<file path="src/rtl/seven_seg_pkg.sv">
// seven_seg_pkg: shared constants and types for the seven-segment capture block.
//   SEG_0..SEG_F  : a..g segment patterns (bit6=a .. bit0=g, active-high)
//   GND_IDX0..3   : active-low one-hot ground codes for digits 0..3
//   state_t       : capture FSM states
//   gnd_decode()  : ground code -> {legal, idx[1:0]}
package seven_seg_pkg;

    localparam logic [6:0] SEG_0 = 7'b1111110;
    localparam logic [6:0] SEG_1 = 7'b0110000;
    localparam logic [6:0] SEG_2 = 7'b1101101;
    localparam logic [6:0] SEG_3 = 7'b1111001;
    localparam logic [6:0] SEG_4 = 7'b0110011;
    localparam logic [6:0] SEG_5 = 7'b1011011;
    localparam logic [6:0] SEG_6 = 7'b1011111;
    localparam logic [6:0] SEG_7 = 7'b1110000;
    localparam logic [6:0] SEG_8 = 7'b1111111;
    localparam logic [6:0] SEG_9 = 7'b1111011;
    localparam logic [6:0] SEG_A = 7'b1110111;
    localparam logic [6:0] SEG_B = 7'b0011111;
    localparam logic [6:0] SEG_C = 7'b1001110;
    localparam logic [6:0] SEG_D = 7'b0111101;
    localparam logic [6:0] SEG_E = 7'b1001111;
    localparam logic [6:0] SEG_F = 7'b1000111;

    localparam logic [3:0] GND_IDX0 = 4'b1110;
    localparam logic [3:0] GND_IDX1 = 4'b1101;
    localparam logic [3:0] GND_IDX2 = 4'b1011;
    localparam logic [3:0] GND_IDX3 = 4'b0111;

    typedef enum logic [1:0] {
        HUNT    = 2'd0,
        COLLECT = 2'd1,
        PUBLISH = 2'd2
    } state_t;

    // Returns {legal, idx}; idx is 0 when the code is not a legal ground.
    function automatic logic [2:0] gnd_decode(input logic [3:0] g);
        logic [2:0] r;
        case (g)
            GND_IDX0: r = 3'b100;
            GND_IDX1: r = 3'b101;
            GND_IDX2: r = 3'b110;
            GND_IDX3: r = 3'b111;
            default:  r = 3'b000;
        endcase
        return r;
    endfunction

endpackage

</file>
<file path="src/rtl/seg7_decode.sv">
// seg7_decode: combinational segment pattern -> hex nibble.
//   pattern : a..g, bit6=a .. bit0=g, active-high
//   hit     : 1 when pattern is one of the sixteen hex glyphs
//   nibble  : decoded value (0 when hit=0)
module seg7_decode
    import seven_seg_pkg::*;
(
    input  logic [6:0] pattern,
    output logic       hit,
    output logic [3:0] nibble
);

    always_comb begin
        hit    = 1'b1;
        nibble = 4'h0;
        case (pattern)
            SEG_0: nibble = 4'h0;
            SEG_1: nibble = 4'h1;
            SEG_2: nibble = 4'h2;
            SEG_3: nibble = 4'h3;
            SEG_4: nibble = 4'h4;
            SEG_5: nibble = 4'h5;
            SEG_6: nibble = 4'h6;
            SEG_7: nibble = 4'h7;
            SEG_8: nibble = 4'h8;
            SEG_9: nibble = 4'h9;
            SEG_A: nibble = 4'hA;
            SEG_B: nibble = 4'hB;
            SEG_C: nibble = 4'hC;
            SEG_D: nibble = 4'hD;
            SEG_E: nibble = 4'hE;
            SEG_F: nibble = 4'hF;
            default: hit = 1'b0;
        endcase
    end

endmodule

</file>
<file path="src/rtl/seven_seg_capture.sv">
// seven_seg_capture: monitors a 4-digit multiplexed seven-segment bus and
// reassembles the 16-bit value being displayed.
//   clk, rst    : clock, synchronous active-high reset
//   grounds_in  : active-low one-hot digit select
//   display_in  : segments a..g (bit6=a), active-high
//   data_out    : last published frame, digit0 in [15:12] .. digit3 in [3:0]
//   data_valid  : 1-cycle pulse when data_out updates
//   seg_err     : 1-cycle pulse, captured pattern is not a hex glyph
//   seq_err     : 1-cycle pulse, illegal ground code / out-of-order / missed digit
// Optional feature macro: CAPTURE_CONFIRM_EN -- publish a frame only when it
// matches the previous good frame (filters ghosting during value changes).
module seven_seg_capture
    import seven_seg_pkg::*;
#(
    parameter int SETTLE_CYC = 16,
    parameter int CNT_W      = 8
) (
    input  logic        clk,
    input  logic        rst,
    input  logic [3:0]  grounds_in,
    input  logic [6:0]  display_in,
    output logic [15:0] data_out,
    output logic        data_valid,
    output logic        seg_err,
    output logic        seq_err
);

    // Capture fires on the cycle the counter steps to SETTLE_CYC-1.
    localparam logic [CNT_W-1:0] CNT_CAP = CNT_W'(SETTLE_CYC - 2);
    localparam logic [CNT_W-1:0] CNT_MAX = CNT_W'(SETTLE_CYC - 1);

    logic [3:0]       gnd_r, gnd_p;
    logic [6:0]       disp_r, disp_p;
    logic [CNT_W-1:0] cnt;
    logic             done;      // current phase already captured
    state_t           state;
    logic [1:0]       exp_idx;
    logic [3:0][3:0]  slot;
    logic             bad;
`ifdef CAPTURE_CONFIRM_EN
    logic [15:0]      prev_frame;
    logic             prev_vld;
`endif

    logic       hit;
    logic [3:0] nib;

    seg7_decode u_dec (
        .pattern (disp_r),
        .hit     (hit),
        .nibble  (nib)
    );

    logic [2:0]  gdec;
    logic        g_ok;
    logic [1:0]  g_idx;
    logic        chg_g, chg_d, cap, seq_fault;
    logic [1:0]  exp_eff;
    logic [15:0] frame;
    logic [3:0]  cap_val;

    always_comb begin
        gdec     = gnd_decode(gnd_r);
        g_ok     = gdec[2];
        g_idx    = gdec[1:0];
        chg_g    = (gnd_r != gnd_p);
        chg_d    = (disp_r != disp_p);
        cap      = g_ok && !chg_g && !chg_d && !done && (cnt == CNT_CAP);
        cap_val  = hit ? nib : 4'h0;
        // PUBLISH already points at digit 0 for the next frame.
        exp_eff  = (state == PUBLISH) ? 2'd0 : exp_idx;
        // Illegal codes are faults in any state; ordering and missed digits
        // only matter once a frame is being collected.
        seq_fault = (chg_g && !g_ok) ||
                    ((state != HUNT) && chg_g && g_ok && (!done || g_idx != exp_eff));
        frame    = {slot[0], slot[1], slot[2], slot[3]};
    end

    always_ff @(posedge clk) begin
        if (rst) begin
            gnd_r      <= 4'hF;
            gnd_p      <= 4'hF;
            disp_r     <= '0;
            disp_p     <= '0;
            cnt        <= '0;
            done       <= 1'b0;
            state      <= HUNT;
            exp_idx    <= 2'd0;
            slot       <= '0;
            bad        <= 1'b0;
            data_out   <= '0;
            data_valid <= 1'b0;
            seg_err    <= 1'b0;
            seq_err    <= 1'b0;
`ifdef CAPTURE_CONFIRM_EN
            prev_frame <= '0;
            prev_vld   <= 1'b0;
`endif
        end else begin
            gnd_r  <= grounds_in;
            gnd_p  <= gnd_r;
            disp_r <= display_in;
            disp_p <= disp_r;

            if (chg_g || chg_d)    cnt <= '0;
            else if (cnt != CNT_MAX) cnt <= cnt + 1'b1;

            if (chg_g)    done <= 1'b0;
            else if (cap) done <= 1'b1;

            data_valid <= 1'b0;
            seg_err    <= 1'b0;
            seq_err    <= 1'b0;

            case (state)
                HUNT: begin
                    if (cap && g_idx == 2'd0) begin
                        slot[0] <= cap_val;
                        seg_err <= !hit;
                        bad     <= !hit;
                        exp_idx <= 2'd1;
                        state   <= COLLECT;
                    end
                end
                COLLECT: begin
                    if (cap) begin
                        slot[g_idx] <= cap_val;
                        seg_err     <= !hit;
                        if (!hit) bad <= 1'b1;
                        exp_idx     <= g_idx + 2'd1;
                        if (g_idx == 2'd3) state <= PUBLISH;
                    end
                end
                PUBLISH: begin
`ifdef CAPTURE_CONFIRM_EN
                    if (!bad) begin
                        if (prev_vld && prev_frame == frame) begin
                            data_out   <= frame;
                            data_valid <= 1'b1;
                        end
                        prev_frame <= frame;
                        prev_vld   <= 1'b1;
                    end
`else
                    if (!bad) begin
                        data_out   <= frame;
                        data_valid <= 1'b1;
                    end
`endif
                    bad     <= 1'b0;
                    exp_idx <= 2'd0;
                    state   <= COLLECT;
                end
                default: state <= HUNT;
            endcase

            // Sequence faults override whatever transition was chosen above.
            if (seq_fault) begin
                seq_err <= 1'b1;
                bad     <= 1'b0;
                state   <= HUNT;
            end
        end
    end

endmodule

</file>
<file path="config.mk">
export PLATFORM = sky130hd
export DESIGN_NAME = seven_seg_capture
export DESIGN_NICKNAME = d
export VERILOG_FILES = /design/src/rtl/seven_seg_pkg.sv /design/src/rtl/seg7_decode.sv /design/src/rtl/seven_seg_capture.sv
export SDC_FILE = /design/constraint.sdc
export NUM_CORES = 1
export LEC_CHECK = 0
export CAP_MARGIN = 30
export CELL_PAD_IN_SITES_DETAIL_PLACEMENT = 1
export CELL_PAD_IN_SITES_GLOBAL_PLACEMENT = 1
export CORE_ASPECT_RATIO = 1.1
export CORE_MARGIN = 3
export CORE_UTILIZATION = 30
export CTS_BUF_LIST = sky130_fd_sc_hd__clkbuf_4 sky130_fd_sc_hd__clkbuf_8
export DETAILED_ROUTE_END_ITERATION = 16
export PLACE_DENSITY_LB_ADDON = 0.1
export SLEW_MARGIN = 20
export SYNTH_ARGS = -nofsm -noshare
export SYNTH_HDL_FRONTEND = slang
export SYNTH_SLANG_ARGS = --single-unit
</file>
<file path="constraint.sdc">
create_clock -name clk -period 2.31 [get_ports clk]
set_input_delay 0.5775 -clock clk [delete_from_list [all_inputs] [get_ports clk]]
set_output_delay 0.5775 -clock clk [all_outputs]
set_load 0.005 [all_outputs]
</file>
After elaboration in Yosys (flattened, before gate mapping)
Index checks and enable logic that the tools add are counted.

$add $sub $neg: 2. Multiply operators: 0. Divide/modulo/power cells: 0. $lt $le $gt $ge: 2. Eq/ne operators: 32. Shift-type cells: 0. Muxes and demuxes: 26. Bitwise operators: 2. Reductions and logical operators: 34.

Operators with widths (number): == test 7 bit, second input constant (12); case mux 4 bit (15 select lines) (1); == test 7 x 6 -> 1 bit, second input constant (3); bitwise mux 16 bit (1); two-way mux 4 bit (4); OR reduction 16 bit (1); == test 4 bit, second input constant (3); case mux 2 bit (3 select lines) (2); case mux 3 bit (4 select lines) (1); logical AND 1 bit (10); two-way mux 2 bit (5); AND reduction 3 bit (3); adder 8 x 1 -> 8 bit, second input constant (1); demux 4 bit (select 2 bit) (1); == test 8 x 4 -> 1 bit, second input constant (1); two-way mux 1 bit (8); inequality test 2 bit, second input constant (4); inequality test 8 x 4 -> 1 bit, second input constant (1); case mux 4 bit (2 select lines) (1); OR reduction 2 bit (4); == test 7 x 5 -> 1 bit, second input constant (1); inequality test 7 bit (1); logical NOT 1 bit (5); == test 2 bit, second input constant (2); other kinds (16) (22).

Register bits after elaboration: 71. Latch bits: 0. Bits in writable memories: 0. Bits in read-only memories: 0. Output and inout bits: 19. Logic and storage cells: 115. Memories: 0.

Depth between registers and ports, before layout
Depth after elaboration: 9. Mapped depth: 11. Gate-level depth less buffers: 10.

By module
Synthesis repeated with hierarchy kept, for this count alone.

Cell total of the unflattened synthesis: 401. Area, all modules: 3410.8 um2.

By module, submodules not included: seven_seg_capture (instances 1, cells an instance 349, area an instance 3076.7 um2, sequential area each 1421.4 um2); seg7_decode (instances 1, cells an instance 52, area an instance 334.1 um2, sequential area each 0.0 um2).

Worst setup path after synthesis
No wires, ideal clock.

Kind: reg-to-reg. From: reg cnt[4]. To: reg state[0]. Setup time: 0.070 ns. Arrival time: 2.218 ns. Data required time: 2.240 ns. Slack: 0.022 ns. Stages on the path, launching flop included: 7. Buffers on the path: 0. Clock period less this slack: 2.288 ns. Cells stage by stage: dfxtp_1 > nor4_4 > nand3_1 > or4b_4 > o31a_1 > or4_1 > a21boi_1.

Word-level cells in the longest chain between the ends: 5. Elaborated cells between the ends (all ways): 6. Those cells by class: 3 x eq/ne; 3 x reduce/logical.

Ends and longest elaborated chain: from (decl) (line seven_seg_capture.sv:34) `logic [CNT_W-1:0] cnt;`; from (signal assigned) (line seven_seg_capture.sv:106) `else if (cnt != CNT_MAX) cnt <= cnt + 1'b1;`; == test 8 x 4 -> 1 bit (*) (line seven_seg_capture.sv:68) `cap = g_ok && !chg_g && !chg_d && !done && (cnt == CNT_CAP);`; logical AND 1 bit (*) (line seven_seg_capture.sv:68); logical AND 1 bit (line seven_seg_capture.sv:117) `if (cap && g_idx == 2'd0) begin`; inequality test 2 bit (no source line); AND reduction 3 bit (no source line) (*); to (signal assigned) (line seven_seg_capture.sv:87) `state <= HUNT;`; to (signal assigned) (line seven_seg_capture.sv:122) `state <= COLLECT;`; to (signal assigned) (line seven_seg_capture.sv:131) `if (g_idx == 2'd3) state <= PUBLISH;`; to (decl) (line seven_seg_capture.sv:36) `state_t state;`.

Mark *: on every way between the ends. The rest lies on a longest branch, timed or not. A chain may end at the register's enable or synchronous reset.

Worst setup path after layout
From: reg disp_r[2]. To: reg state[0].

Word-level cells in the longest chain between the ends: 8. Elaborated cells between the ends (all ways): 9. Those cells by class: 3 x eq/ne; 6 x reduce/logical.

Ends and longest elaborated chain: from (decl) (line seven_seg_capture.sv:33) `logic [6:0] disp_r, disp_p;`; from (signal assigned) (line seven_seg_capture.sv:102) `disp_r <= display_in;`; inequality test 7 bit (*) (line seven_seg_capture.sv:67) `chg_d = (disp_r != disp_p);`; logical NOT 1 bit (*) (line seven_seg_capture.sv:68); logical AND 1 bit (*) (3 in series) (line seven_seg_capture.sv:68); logical AND 1 bit (line seven_seg_capture.sv:117); inequality test 2 bit (no source line); AND reduction 3 bit (no source line) (*).

Marked as above.

==> impl_metrics.csv <==
group,metric,value,unit
run_status,outcome,"finished, final reports clean",
clock_tree,clk_path_buf_depth,2,
sta,final_hold_viol_count,0,
synthesis,synth_top_area_share,41.8,%
synthesis,synth_edf_count,0,
placement,place_area,0.00408,mm2
die,die_area,0.0126,mm2
power,p_leak,1.57,nW
clock_tree,cts.sinks,71,
sta,worst_pin_slew,607,ps
synthesis,synth_top_family_by_area,"simple AND/OR/NAND/NOR gates",
synthesis,yosys.area_share.simple,27.1,%
placement,place_congestion,0.773,
critical_path,r2r_cells,6,
final_layout,antennaDiodeCount,0,
placement,io_buffers,31,
hold_path,holdCritPathClass,"reg2reg",
clock_tree,clock_latency,360,ps
routing,via_count,2868,
final_layout,design_area,0.00439,mm2
die,start_util,30.9,%
routing,wl_per_cell,14.3,um
synthesis,synth_xor_area_share,5.41,%
sta,rsz0062_at_grt,"true",
synthesis,yosysWarnings,0,
global_route,gr-usage-met1,17.4,%
synthesis,async_reset_ff_share,0,%
final_layout,syn2layout_area_growth,29.2,%
critical_path,crit_path_end,"state[0]",
power,peakVddDrop,0.262,mV
global_route,met2_usage,24.2,%
global_route,grt_pass1_vias,2979,
critical_path,end_kind,"flip-flop",
sta,post-route-period-util,97.8,%
synthesis,synth.yosys.seq_area_share,41.8,%
global_route,grt_use_total,14.3,%
synthesis,syn_avg_cell_area,8.67,um2
critical_path,required,2600,ps
clock_tree,cts_buffers,9,
critical_path,timing.rr.start,"disp_r[2]",
synthesis,ys.flop_type,"dfxtp_1",
clock_tree,postCtsHoldBufs,0,
sta,max_freq,443,MHz
global_route,grt-busiest-layer,"met2",
synthesis,yosysTopAreaCell,"dfxtp_1",
synthesis,ys_types,55,
synthesis,synthTopCellsByArea,"dfxtp_1, nand2_1, mux2i_1, nor2_1, ha_1",
placement,dp_hpwl,6300,um
synthesis,synthesis.instances,392,
die,rows,40,
routing,drc,0,
critical_path,crit_arrival,2550,ps
clock_tree,cts_root_buf,"clkbuf_8",
synthesis,synth_mux_area_share,5.60,%
global_route,antenna_found_initial,0,
synthesis,syn-cell-area,0.00340,mm2
routing,routed_wl,8620,um
clock_tree,cts_tree,"built",
routing,vias_per_cell,4.76,
routing,antenna_left,0,
power,p_per_area,582,mW/mm2
final_layout,utilization,39.9,%
clock_tree,h-tree-depth,3,
die,io_pins,32,
final_layout,num-fill-cells,1305,
global_route,grt_max_degree,51,
final_layout,drive_above_1_share,21.7,%
routing,firstDrtPassIters,4,
sta,max_slew_margin,59.5,%
critical_path,crit_path_start,"disp_r[2]",
final_layout,nets,475,
global_route,grt_util_met3,3.13,%
sta,setup_viol,0,
die,core_area,0.0110,mm2
global_route,overflow,0,
die,die_w,107,um
hold_path,holdPathStages,2,
critical_path,critPathLaunchType,"flip-flop",
flow_run,maxCapViolations,0,
synthesis,syn_nets,415,
critical_path,reg2reg_to,"state[0]",
clock_tree,clk_transition_reported_paths,70,ps
sta,skew,5.34,ps
critical_path,path_class,"reg2reg",
synthesis,synth-seq-cells,71,
global_route,grt_pass1_wl,14300,um
critical_path,critPathMaxFanout,4,
synthesis,synth_compound_area_share,11.5,%
die,die_y,118,um
critical_path,reg2reg_slack,50,ps
synthesis,synth_fa_ha_area_share,3.68,%
sta,slew_viol_final,0,
routing,drt-initial-drc-count,82,
sta,fin_crit,2260,ps
-- power by group --
group,leakage (nW),total (mW),switching [mW],internal [mW]
clock,0.102,1.04,0.475,0.562
combinational,0.886,0.258,0.134,0.123
sequential,0.579,1.26,0.0166,1.24
-- synthesized netlist by cell type, drive strengths merged, types with 4 or more instances --
cell,number
dfxtp,71
nand2,52
nor2,41
a21oi,20
clkbuf,20
mux2i,19
inv,14
nor2b,14
nand3,11
xnor2,11
ha,10
or2,10
xor2,10
o21ai,9
nand2b,6
buf,5
nor3,5
nor4,5
o22ai,5
nand4,4
nand4b,4
nor3b,4
-- how the worst min path moves through the flow --
| stage | slack (ps) | end | from |
|---|---|---|---|
| after floorplan | 430 | data_out[0] | frame[0] |
| after global placement | 440 | data_out[9] | data_out[9] |
| after detailed placement | 450 | data_out[2] | frame[2] |
| final | 460 | data_out[0] | data_out[0] |
| after global routing | 480 | data_out[0] | data_out[0] |
| after CTS | 460 | data_out[0] | data_out[0] |
-- flip-flops by register name, summed over array words and instances, names as in the netlist --
signal and cells:
gnd_r 4, frame 16, seg_err 1, done 1, data_out 16, data_valid 1, disp_r 7, seq_err 1
disp_p 7, cnt 8, exp_idx 2, bad 1, state 2, gnd_p 4
-- critical path, stage by stage (launching register included) --
cell	delay (ps)
dfxtp_2	330
xnor2_1	140
nand4_1	200
or4b_4	600
o31a_1	310
or4_1	470
a21boi_1	130
-- cells in the final DEF, fill, tap and decap left out, types with 4 or more instances in the layout --
master           instances
nand4b_1                 4
a21oi_1                 20
xor2_1                  10
clkdlybuf4s50_1         30
mux2i_1                 18
nor2_1                  41
buf_4                   42
nor2b_1                 14
xnor2_1                  7
inv_1                   13
or2_2                    9
nor3b_1                  4
ha_1                     9
clkbuf_8                11
nand3_1                 10
dfxtp_2                  8
nand4_1                  4
dfxtp_1                 62
nand2b_1                 6
o21ai_0                  7
xnor2_2                  4
nand2_1                 52
o22ai_1                  5
-- stage by stage --
stage	TNS [ps]	total power, mW	worst slack (ps)	hold slack (ps)	instances
5_1_grt	-119	2.67	-39.4	475	603
6_report	0	2.56	51.3	456	603
3_3_place_gp	-59.4	1.53	-54.8	442	585
4_1_cts	0	2.59	16.9	461	601
2_1_floorplan	0	1.43	21.6	431	392
3_5_place_dp	-281	1.53	-71.9	449	585
-- timing repair --
item	in CTS	in global routing
pin swaps	4	12
setup buffers	1	2
gates cloned	0	0
setup endpoints to repair	13	15
resized for setup	6	20
-- cell type report --
class	instances	area (um2)	share of cell area [%]
multi-input cells	282	1880	42.8
flip-flops and latches	71	1440	32.7
repair buffers	74	636	14.5
well taps	147	184	4.19
clock buffers	12	159	3.62
inverters	14	52.6	1.20
clock inverters	3	42.5	0.969
-- metal layers --
layer  vias up  routed length (um)
met4         0                 158
li1       1451                   -
met3        13                 215
met1      1374                3920
met5         -                   0
met2        30                4330
-- logic make-up after synthesis --
kind of cell	after synthesis
and+or+nand+nor	172
xor gates and xnor gates	21
buffers and inverters	39
AOI/OAI and AO/OA	60
muxes	19
DFF	71
adders and majority gates	10
Power figures use the tool's default switching activity.
